`config.mk`:
```
export PLATFORM = sky130hd
export DESIGN_NAME = sigdenormshift
export DESIGN_NICKNAME = d
export VERILOG_FILES = /design/src/rtl/fpu_rnd_pkg.sv /design/src/rtl/sticky_rshift_stage.sv /design/src/rtl/sigdenormshift.sv
export SDC_FILE = /design/constraint.sdc
export NUM_CORES = 1
export LEC_CHECK = 0
export ABC_AREA = 1
export CAP_MARGIN = 30
export CORE_UTILIZATION = 30
export CTS_CLUSTER_SIZE = 16
export DETAILED_ROUTE_END_ITERATION = 10
export DONT_BUFFER_PORTS = 1
export PLACE_DENSITY_LB_ADDON = 0.12
export REMOVE_ABC_BUFFERS = 1
export SLEW_MARGIN = 20
export SYNTH_ARGS = -nofsm -noshare
export SYNTH_HDL_FRONTEND = slang
export SYNTH_SLANG_ARGS = --single-unit
```
`constraint.sdc`:
```
create_clock -name clk -period 3.5 [get_ports clk]
set_input_delay 0.35 -clock clk [delete_from_list [all_inputs] [get_ports clk]]
set_output_delay 0.35 -clock clk [all_outputs]
set_load 0.05 [all_outputs]
```
`src/rtl/fpu_rnd_pkg.sv`:
```
`default_nettype none
// ============================================================================
// Package     : fpu_rnd_pkg
// Description : Shared widths and types for the rounder datapath.
//               These are used by sigdenormshift, signormshift and the rounder.
//               Exports:
//                 FR_W, SH_W  significand / shift-distance widths
//                 sig_t       FR_W-bit significand
//                 shamt_t     SH_W-bit unsigned shift distance
//                 clamp_dist  saturates a shift distance to DIST_MAX
// Revision    : 1.0 - initial release
// ============================================================================
package fpu_rnd_pkg;

  localparam int FR_W = 57;
  localparam int SH_W = 13;

  // Internal shift distance. It is 6 bits wide, so it saturates at 63.
  // 63 >= FR_W, so a saturated shift still flushes every significand bit.
  localparam int             DIST_W   = 6;
  localparam logic [DIST_W-1:0] DIST_MAX = 6'd63;

  typedef logic [FR_W-1:0] sig_t;
  typedef logic [SH_W-1:0] shamt_t;

  // Returns min(sh, 63).
  function automatic logic [DIST_W-1:0] clamp_dist(input shamt_t sh);
    if (|sh[SH_W-1:DIST_W]) begin
      return DIST_MAX;
    end
    return sh[DIST_W-1:0];
  endfunction

endpackage
`default_nettype wire

```
`src/rtl/sticky_rshift_stage.sv`:
```
`default_nettype none
// ============================================================================
// Module      : sticky_rshift_stage
// Description : Combinational right shift by amt_i*STEP.
//               Every bit shifted out is ORed into the sticky output.
//               The sticky_i input lets stages be chained.
// Ports       : din_i     W     data to shift
//               amt_i     BITS  shift amount, in units of STEP bits
//               sticky_i  1     sticky carried in from an earlier stage
//               dout_o    W     shifted data (sticky is not merged here)
//               sticky_o  1     sticky_i OR any dropped bit
// Revision    : 1.0 - initial release
// ============================================================================
module sticky_rshift_stage
  import fpu_rnd_pkg::*;
#(
  parameter int W    = FR_W,
  parameter int STEP = 1,
  parameter int BITS = 3
) (
  input  logic [W-1:0]    din_i,
  input  logic [BITS-1:0] amt_i,
  input  logic            sticky_i,
  output logic [W-1:0]    dout_o,
  output logic            sticky_o
);

  int w_shamt;

  always_comb begin
    w_shamt  = int'(amt_i) * STEP;
    dout_o   = din_i >> w_shamt;
    sticky_o = sticky_i;
    // Every position below the shift distance falls off the bottom.
    for (int i = 0; i < W; i++) begin
      if (i < w_shamt) begin
        sticky_o = sticky_o | din_i[i];
      end
    end
  end

endmodule
`default_nettype wire

```
`src/rtl/sigdenormshift.sv`:
```
`default_nettype none
// ============================================================================
// Module      : sigdenormshift
// Description : Sticky-preserving right (denormalising) shifter.
//               It is a 2-stage elastic pipeline with valid/ready on both
//               sides.
//                 S1 shifts by multiples of 8 (d[5:3]).
//                 S2 shifts by d[2:0] and merges sticky into the LSB.
// Ports       : clk        1     clock, rising edge
//               rst        1     asynchronous active-high reset
//               in_valid   1     fr/sh valid
//               in_ready   1     input accepted this cycle
//               fr         FR_W  significand
//               sh         SH_W  unsigned right-shift distance
//               out_valid  1     fd/inexact valid
//               out_ready  1     consumer accepts this cycle
//               fd         FR_W  shifted significand, sticky in bit 0
//               inexact    1     a nonzero bit was shifted out
// Revision    : 1.0 - initial release
// ============================================================================
module sigdenormshift
  import fpu_rnd_pkg::*;
(
  input  logic   clk,
  input  logic   rst,
  input  logic   in_valid,
  output logic   in_ready,
  input  sig_t   fr,
  input  shamt_t sh,
  output logic   out_valid,
  input  logic   out_ready,
  output sig_t   fd,
  output logic   inexact
);

  logic [DIST_W-1:0] w_dist;
  sig_t              w_s1_data;
  logic              w_s1_sticky;
  sig_t              w_s2_data;
  logic              w_s2_sticky;
  logic              w_s1_adv;
  logic              w_s2_adv;

  // Stage 1 registers
  logic       s1_valid_q,  s1_valid_d;
  sig_t       s1_data_q,   s1_data_d;
  logic       s1_sticky_q, s1_sticky_d;
  logic [2:0] s1_amt_q,    s1_amt_d;

  // Output (stage 2) registers
  logic       out_valid_q, out_valid_d;
  sig_t       fd_q,        fd_d;
  logic       inexact_q,   inexact_d;

  assign w_dist = clamp_dist(sh);

  sticky_rshift_stage #(
    .W    (FR_W),
    .STEP (8),
    .BITS (3)
  ) u_stage1 (
    .din_i    (fr),
    .amt_i    (w_dist[5:3]),
    .sticky_i (1'b0),
    .dout_o   (w_s1_data),
    .sticky_o (w_s1_sticky)
  );

  sticky_rshift_stage #(
    .W    (FR_W),
    .STEP (1),
    .BITS (3)
  ) u_stage2 (
    .din_i    (s1_data_q),
    .amt_i    (s1_amt_q),
    .sticky_i (s1_sticky_q),
    .dout_o   (w_s2_data),
    .sticky_o (w_s2_sticky)
  );

  // Back-pressure ripples from the output to the input.
  // in_ready does not depend on in_valid.
  assign w_s2_adv = !out_valid_q || out_ready;
  assign w_s1_adv = !s1_valid_q || w_s2_adv;
  assign in_ready = w_s1_adv;

  always_comb begin
    s1_valid_d  = s1_valid_q;
    s1_data_d   = s1_data_q;
    s1_sticky_d = s1_sticky_q;
    s1_amt_d    = s1_amt_q;
    out_valid_d = out_valid_q;
    fd_d        = fd_q;
    inexact_d   = inexact_q;

    // Data registers only load with a valid word, so no X enters the pipe.
    if (w_s1_adv) begin
      s1_valid_d = in_valid;
      if (in_valid) begin
        s1_data_d   = w_s1_data;
        s1_sticky_d = w_s1_sticky;
        s1_amt_d    = w_dist[2:0];
      end
    end

    if (w_s2_adv) begin
      out_valid_d = s1_valid_q;
      if (s1_valid_q) begin
        fd_d      = w_s2_data | {{(FR_W-1){1'b0}}, w_s2_sticky};
        inexact_d = w_s2_sticky;
      end
    end
  end

  always_ff @(posedge clk or posedge rst) begin
    if (rst) begin
      s1_valid_q  <= 1'b0;
      s1_data_q   <= '0;
      s1_sticky_q <= 1'b0;
      s1_amt_q    <= '0;
      out_valid_q <= 1'b0;
      fd_q        <= '0;
      inexact_q   <= 1'b0;
    end else begin
      s1_valid_q  <= s1_valid_d;
      s1_data_q   <= s1_data_d;
      s1_sticky_q <= s1_sticky_d;
      s1_amt_q    <= s1_amt_d;
      out_valid_q <= out_valid_d;
      fd_q        <= fd_d;
      inexact_q   <= inexact_d;
    end
  end

  assign out_valid = out_valid_q;
  assign fd        = fd_q;
  assign inexact   = inexact_q;

endmodule
`default_nettype wire

```
==> impl_metrics.py, run 1 <==
metrics = {
    "synth": {
        "synth_compound_area_share_pct": 14.84,
        "synth_mux_area_share_pct": 1.949,
        "synth-seq-cells": 121,
        "synthDominantAreaCellType": "sky130_fd_sc_hd__dfrtp_1",
        "netlist.area_leader.share_pct": 39.30,
        "synth-simple-area-share_pct": 34.59,
        "post_synth_inst_count": 1133,
        "synth.yosys.seq_area_share_pct": 39.30,
        "yosys.cell_types.count": 31,
        "synthXorXnorAreaFrac_pct": 0,
        "synth_top_family_by_area": "simple AND/OR/NAND/NOR gates",
        "post_synth_main_area_contributors": "sky130_fd_sc_hd__dfrtp_1 39%, sky130_fd_sc_hd__nand2_1 17%, sky130_fd_sc_hd__nand3_1 9.0%",
        "adder_and_majority_gate_portion_of_the_synthesized_area_pct": 0,
        "syn_std_cell_area_um2": 7704,
        "ys_warn_count": 0,
        "per_instance_average_area_after_synthesis_um2": 6.799,
    },
    "placement": {
        "post-dp-hpwl_mm": 20.82,
        "place.detailed.instances": 1406,
        "place_area_um2": 7945,
        "gp_congestion": 0.8757,
        "buffer_ports.inserted": 0,
    },
    "grt": {
        "grt_pass1_wl_mm": 44.48,
        "grt_overflow": 0,
        "initial_antenna_violation_count": 0,
        "first_global_vias": 7507,
        "largest_net_degree_at_the_start_of_global_routing": 84,
        "grt_util_all_layers_pct": 22.14,
    },
    "critical_path": {
        "timing.critical_path.to": "fd[50]$_DFFE_PP0P_",
        "worstPathCellList": "nand2_1, nand2_2, nor2_1, clkinv_1, buf_4, o221ai_1",
        "worstSetupPathType": "flop to flop",
        "reg2reg_from": "out_valid$_DFFE_PP0P_",
        "cp-startpoint": "out_valid$_DFFE_PP0P_",
        "timing.critical_path.buf_inv": 2,
        "timing.reg2reg.worst_path_depth": 6,
        "worst-endpoint-required_ns": 3.76,
        "critical-path-top-delay-family": "simple AND/OR/NAND/NOR gates",
        "startpoint_type": "flop",
        "critPathArrivalTime_ns": 2.68,
        "critPathSlowestCell": "sky130_fd_sc_hd__dfrtp_1",
        "peak_per_stage_delay_on_the_critical_path_ns": 0.66,
        "worst-path-stages": 6,
        "worst_path_fanout_max": 51,
        "r2r_end": "fd[50]$_DFFE_PP0P_",
        "rrSetupSlack_ns": 1.09,
        "timing.critical_path.to_type": "flop",
    },
    "cts": {
        "clock_latency_ns": 0.42,
        "cts_sinks": 121,
        "cts-buffers-inserted": 17,
        "cts.path.max_buffers": 2,
        "tritoncts": "done",
        "h_tree_levels": 4,
        "cts_root_buffer": "sky130_fd_sc_hd__clkbuf_16",
        "cts.reportedPaths.clkPinSlew_ns": 0.06,
        "cts_setup_buffers": 0,
    },
    "die": {
        "coreArea_um2": 25180,
        "floorplan.die.width_um": 162.2,
        "start_util_pct": 30.59,
        "rows": 58,
        "dieHeight_um": 162.2,
        "die-area_um2": 26320,
        "ios": 134,
    },
    "outcome": {
        "run_status": "complete, no violations",
    },
    "routing": {
        "detail-route-antenna-nets": 0,
        "dr.pass1.iters": 5,
        "drt-wirelength-per-cell_um": 19.59,
        "routed_wirelength_mm": 28.21,
        "post_drt_via_cell_ratio": 5.279,
        "drc_errors": 0,
        "detailedRoute.firstIterationViolations": 618,
        "detailroute.via_count": 7602,
    },
    "layout": {
        "seqCellArea_um2": 3029,
        "finish.cell_count_without_fillers": 1440,
        "num-nets-final": 1171,
        "layout.cells.most_common_list": "344 x sky130_fd_sc_hd__nand2_1, 139 x sky130_fd_sc_hd__nand3_1, 120 x sky130_fd_sc_hd__dfrtp_1",
        "layout_cells_sized_above_1_pct": 6.216,
        "footprint_of_the_multi_input_gates_um2": 3961,
        "area_growth_pct": 11.95,
        "fillerInstances": 2729,
        "antenna_cells": 0,
        "finish.instance_area_um2": 8625,
        "final_design_utilization_pct": 34.25,
        "layout.cells.most_common": "sky130_fd_sc_hd__nand2_1",
    },
    "sta": {
        "post-route-period-util_pct": 68.92,
        "final_number_of_hold_violating_endpoints": 0,
        "upper_clock_frequency_limit_ghz": 0.4146,
        "unrepaired_setup_endpoints_after_global_routing": "false",
        "tightestPinTransition_ns": 0.8389,
        "final_critical_path_required_period_ns": 2.412,
        "timing.slew.headroom_pct": 44.01,
        "worst_clock_skew_ns": 0.01024,
        "timing.final.max_slew_violations": 0,
        "setup-violations-final": 0,
    },
    "run": {
        "max_capacitance_violation_count": 0,
    },
    "pwr": {
        "power_density_nw_per_um2": 520.5,
        "ir_drop_uv": 208.8,
        "static-leakage-power_nw": 4.158,
    },
    "min_path": {
        "min_path_type": "input pin to flop",
    },
}
-- stage by stage --
step	setup TNS (ns)	hold WS, ns	total power, mW	setup WS [ns]
2_1_floorplan	-13.02	0.4686	2.362	-0.3361
3_3_place_gp	0	0.3920	2.580	1.143
3_5_place_dp	0	0.3810	2.581	1.102
4_1_cts	0	0.05633	4.549	1.080
5_1_grt	0	0.06538	4.685	0.8915
6_report	0	0.07457	4.489	1.088
-- worst reg2reg max path: stages (launching register included) --
cell                       delay (ns)
sky130_fd_sc_hd__dfrtp_1         0.66
sky130_fd_sc_hd__nand2_1         0.18
sky130_fd_sc_hd__nand2_2         0.42
sky130_fd_sc_hd__nor2_1          0.17
sky130_fd_sc_hd__clkinv_1        0.07
sky130_fd_sc_hd__buf_4           0.47
sky130_fd_sc_hd__o221ai_1        0.29
-- what timing repair did --
item                                   4_1_cts  5_1_grt
hold buffers                                 1        0
endpoints found under the hold margin       46        0
gates resized for setup                      0        0
-- state kept, by name, indices dropped and copies added (netlist names) --
register / flops
fd: 57
out_valid: 1
s1_sticky_q: 1
inexact: 1
s1_amt_q: 3
s1_valid_q: 1
s1_data_q: 57
-- final cells by class --
class / instances / share of cell area, %
clock buffers: 22 / 5.614
flip-flops and latches: 121 / 35.12
inverters: 101 / 4.425
clock inverters: 10 / 1.915
multi-input cells: 836 / 45.93
repair buffers: 20 / 2.205
well taps: 330 / 4.787
-- cells by family (layout without fill, tap and decap cells) --
logic type      count (synthesis)  count (layout)
buf+inv                       176             153
compound gates                185             185
mux                            15              15
simple gates                  636             636
flops                         121             121
-- synth_stat cells --
master                     count
sky130_fd_sc_hd__buf_1         9
sky130_fd_sc_hd__clkinv_1      4
sky130_fd_sc_hd__o221ai_1     47
sky130_fd_sc_hd__nor2_1      116
sky130_fd_sc_hd__o22ai_1      16
sky130_fd_sc_hd__o21bai_1      1
sky130_fd_sc_hd__nor3_1        2
sky130_fd_sc_hd__inv_1        92
sky130_fd_sc_hd__o211ai_1      3
sky130_fd_sc_hd__mux2i_1      15
sky130_fd_sc_hd__inv_2         5
sky130_fd_sc_hd__buf_4         1
sky130_fd_sc_hd__nand3b_1      2
sky130_fd_sc_hd__and2_0        4
sky130_fd_sc_hd__buf_2        24
sky130_fd_sc_hd__nor4_1        5
sky130_fd_sc_hd__a21boi_0      1
sky130_fd_sc_hd__a31oi_1       7
sky130_fd_sc_hd__nand2_1     345
sky130_fd_sc_hd__nand2_2       3
sky130_fd_sc_hd__nand3_1     139
sky130_fd_sc_hd__or2_2         5
sky130_fd_sc_hd__nor2_2        1
sky130_fd_sc_hd__a21oi_1      24
sky130_fd_sc_hd__nor2_8        1
sky130_fd_sc_hd__o21ai_0      67
sky130_fd_sc_hd__nand4_1      13
sky130_fd_sc_hd__clkbuf_1     38
sky130_fd_sc_hd__o21ai_1      19
sky130_fd_sc_hd__dfrtp_1     121
sky130_fd_sc_hd__buf_6         3
-- power breakdown --
part	internal, mW	switching (mW)
clock	1.27	0.675
combinational	0.180	0.384
sequential	1.54	0.445
total	2.99	1.50
-- routing by layer --
metal,routed length (µm),global-route usage [%],vias to the layer above
li1,-,-,3708
met1,13180,30.45,3624
met2,12810,34.62,240
met3,1807,5.260,30
met4,416,5.703,0
met5,0,0,-
-- worst min-delay path by stage --
stage                               from                   endpoint  cells after the start
3_3_place_gp                         rst         fd[13]$_DFFE_PP0P_                      1
2_1_floorplan  s1_data_q[27]$_DFFE_PP0P_  s1_data_q[27]$_DFFE_PP0P_                      2
6_report                          fr[51]  s1_data_q[51]$_DFFE_PP0P_                      2
5_1_grt                           fr[51]  s1_data_q[51]$_DFFE_PP0P_                      2
3_5_place_dp                         rst         fd[13]$_DFFE_PP0P_                      1
4_1_cts                           fr[51]  s1_data_q[51]$_DFFE_PP0P_                      2
(Power assumes the default switching activity.)
==> run 2: changes to the inputs <==
clock period = 2.4 ns   (was 3.5 ns; I/O delays follow)
==> run 2 against run 1 <==
Core utilization increased by 0.58 points. Global-route usage is 0.55 points higher. Final cell count grew 1.3%. Critical endpoint is now s1_data_q[14]$_DFFE_PP0P_.
==> impl_metrics.py, run 2 (same netlist as run 1, synthesis figures left out) <==
metrics = {
    "routing": {
        "detailedRoute.firstIterationViolations": 805,
        "drc_errors": 0,
        "drt-wirelength-per-cell_um": 19.97,
        "detailroute.via_count": 7714,
        "dr.pass1.iters": 5,
        "detail-route-antenna-nets": 0,
        "post_drt_via_cell_ratio": 5.291,
        "routed_wirelength_mm": 29.12,
    },
    "sta": {
        "tightestPinTransition_ns": 0.5869,
        "setup-violations-final": 0,
        "worst_clock_skew_ns": 0.01382,
        "unrepaired_setup_endpoints_after_global_routing": "false",
        "post-route-period-util_pct": 78.46,
        "final_number_of_hold_violating_endpoints": 0,
        "upper_clock_frequency_limit_ghz": 0.5311,
        "timing.final.max_slew_violations": 0,
        "final_critical_path_required_period_ns": 1.883,
        "timing.slew.headroom_pct": 60.51,
        "holdWs_ns": 0.02665,
    },
    "outcome": {
        "run_status": "complete, no violations",
    },
    "critical_path": {
        "cp-startpoint": "out_valid$_DFFE_PP0P_",
        "timing.reg2reg.worst_path_depth": 8,
        "rrSetupSlack_ns": 0.52,
        "startpoint_type": "flop",
        "timing.critical_path.to_type": "flop",
        "worstSetupPathType": "flop to flop",
        "reg2reg_from": "out_valid$_DFFE_PP0P_",
        "worst-endpoint-required_ns": 2.71,
        "r2r_end": "s1_data_q[14]$_DFFE_PP0P_",
        "critPathArrivalTime_ns": 2.19,
        "worst_path_fanout_max": 17,
        "timing.critical_path.to": "s1_data_q[14]$_DFFE_PP0P_",
    },
    "cts": {
        "cts_resized": 0,
        "h_tree_levels": 4,
        "cts_setup_buffers": 0,
        "cts-buffers-inserted": 17,
        "cts_sinks": 121,
        "clock_latency_ns": 0.43,
        "cts.reportedPaths.clkPinSlew_ns": 0.06,
        "cts_root_buffer": "sky130_fd_sc_hd__clkbuf_16",
        "cts.path.max_buffers": 2,
        "tritoncts": "done",
    },
    "die": {
        "dieHeight_um": 162.2,
        "rows": 58,
        "die-area_um2": 26320,
        "coreArea_um2": 25180,
        "start_util_pct": 30.59,
        "ios": 134,
        "floorplan.die.width_um": 162.2,
    },
    "grt": {
        "grt_pass1_wl_mm": 45.22,
        "largest_net_degree_at_the_start_of_global_routing": 84,
        "first_global_vias": 7388,
        "grt_util_all_layers_pct": 22.69,
        "initial_antenna_violation_count": 0,
        "grt_overflow": 0,
    },
    "pwr": {
        "sequentialPowerShare_pct": 44.8,
        "internal_power_mw": 4.147,
        "share_comb_of_total_power_pct": 13.7,
        "power_frac_clock_pct": 41.4,
        "power.switching_mw": 2.277,
        "power_density_nw_per_um2": 732.4,
        "ir_drop_uv": 330.5,
        "switching_share_pct": 35.44,
        "static-leakage-power_nw": 4.234,
    },
    "layout": {
        "final_design_utilization_pct": 34.83,
        "area_growth_pct": 13.85,
        "layout_cells_sized_above_1_pct": 7.181,
        "layout.cells.most_common_list": "344 x sky130_fd_sc_hd__nand2_1, 139 x sky130_fd_sc_hd__nand3_1, 120 x sky130_fd_sc_hd__dfrtp_1",
        "antenna_cells": 0,
        "fillerInstances": 2742,
        "layout.cells.most_common": "sky130_fd_sc_hd__nand2_1",
        "num-nets-final": 1189,
    },
    "min_path": {
        "min_path_type": "input pin to flop",
        "worst_hold_path.num_cells": 2,
    },
    "run": {
        "max_capacitance_violation_count": 0,
    },
    "placement": {
        "buffer_ports.inserted": 0,
        "post-dp-hpwl_mm": 21.82,
        "gp_congestion": 0.9017,
    },
}
-- run 2: cell count changes in the layout (fill, tap and decap cells not counted) --
cell and change:
sky130_fd_sc_hd__buf_12 +3, sky130_fd_sc_hd__buf_4 +8, sky130_fd_sc_hd__bufinv_16 -2, sky130_fd_sc_hd__clkbuf_1 -1, sky130_fd_sc_hd__clkbuf_8 -1, sky130_fd_sc_hd__clkinvlp_4 +1
sky130_fd_sc_hd__dlygate4sd3_1 +7, sky130_fd_sc_hd__inv_6 +3
-- run 2: timing repair --
| action | in CTS | in global routing |
|---|---|---|
| hold endpoints to repair | 43 | 0 |
| hold buffers | 8 | 0 |
| endpoints found under the setup margin | 0 | 0 |
-- run 2: metrics by stage --
stage / power (mW) / TNS, ns / std cells / instance area (µm²) / worst slack, ns
6_report: 6.424 / 0 / 1458 / 8771 / 0.5171
5_1_grt: 6.710 / 0 / 1458 / 8771 / 0.3805
4_1_cts: 6.492 / 0 / 1458 / 8771 / 0.4880
3_5_place_dp: 3.803 / 0 / 1418 / 8085 / 0.2935
3_3_place_gp: 3.807 / 0 / 1418 / 8085 / 0.3376
2_1_floorplan: 3.445 / -228.79 / 1058 / 7366 / -1.436
-- run 2: per-layer routing --
metal  wire length [µm]  vias up  GRT usage (%)
met2              13460      199          35.30
met5                  0        -              0
met3               1507       24          4.086
li1                   -     3727              -
met4                367        0          5.360
met1              13780     3764          32.36
-- run 2: power by group through the flow --
stage / combinational, mW / clock [mW] / sequential [mW]
6_report: 0.883 / 2.66 / 2.88
3_3_place_gp: 0.882 / 0 / 2.93
5_1_grt: 0.998 / 2.81 / 2.91
3_5_place_dp: 0.879 / 0 / 2.92
4_1_cts: 0.895 / 2.71 / 2.89
2_1_floorplan: 0.585 / 0 / 2.86
-- run 2: layout make-up --
| class | count | area, µm² | area share [%] |
|---|---|---|---|
| flip-flops and latches | 121 | 3029 | 34.54 |
| multi-input cells | 836 | 3961 | 45.16 |
| repair buffers | 38 | 380.4 | 4.337 |
| well taps | 330 | 412.9 | 4.708 |
| clock buffers | 20 | 466.7 | 5.321 |
| inverters | 101 | 381.6 | 4.351 |
| clock inverters | 12 | 138.9 | 1.583 |
-- run 2: critical path, stage by stage, from the launching register on --
cell and delay (ns):
sky130_fd_sc_hd__dfrtp_1 0.39, sky130_fd_sc_hd__buf_4 0.20, sky130_fd_sc_hd__nand3_1 0.11, sky130_fd_sc_hd__nand2_1 0.09, sky130_fd_sc_hd__inv_2 0.23, sky130_fd_sc_hd__buf_4 0.31, sky130_fd_sc_hd__nand3_1 0.16, sky130_fd_sc_hd__nor2_1 0.22
sky130_fd_sc_hd__nor2_1 0.06
-- run 2: worst min path at each step --
| stage | start | end | slack [ns] |
|---|---|---|---|
| after floorplan | fr[49] | s1_data_q[49]$_DFFE_PP0P_ | 0.38 |
| after global placement | rst | fd[13]$_DFFE_PP0P_ | 0.20 |
| after detailed placement | rst | fd[13]$_DFFE_PP0P_ | 0.21 |
| after CTS | fr[53] | s1_data_q[53]$_DFFE_PP0P_ | 0.02 |
| after global routing | fr[53] | s1_data_q[53]$_DFFE_PP0P_ | 0.04 |
| final | fr[53] | s1_data_q[53]$_DFFE_PP0P_ | 0.03 |
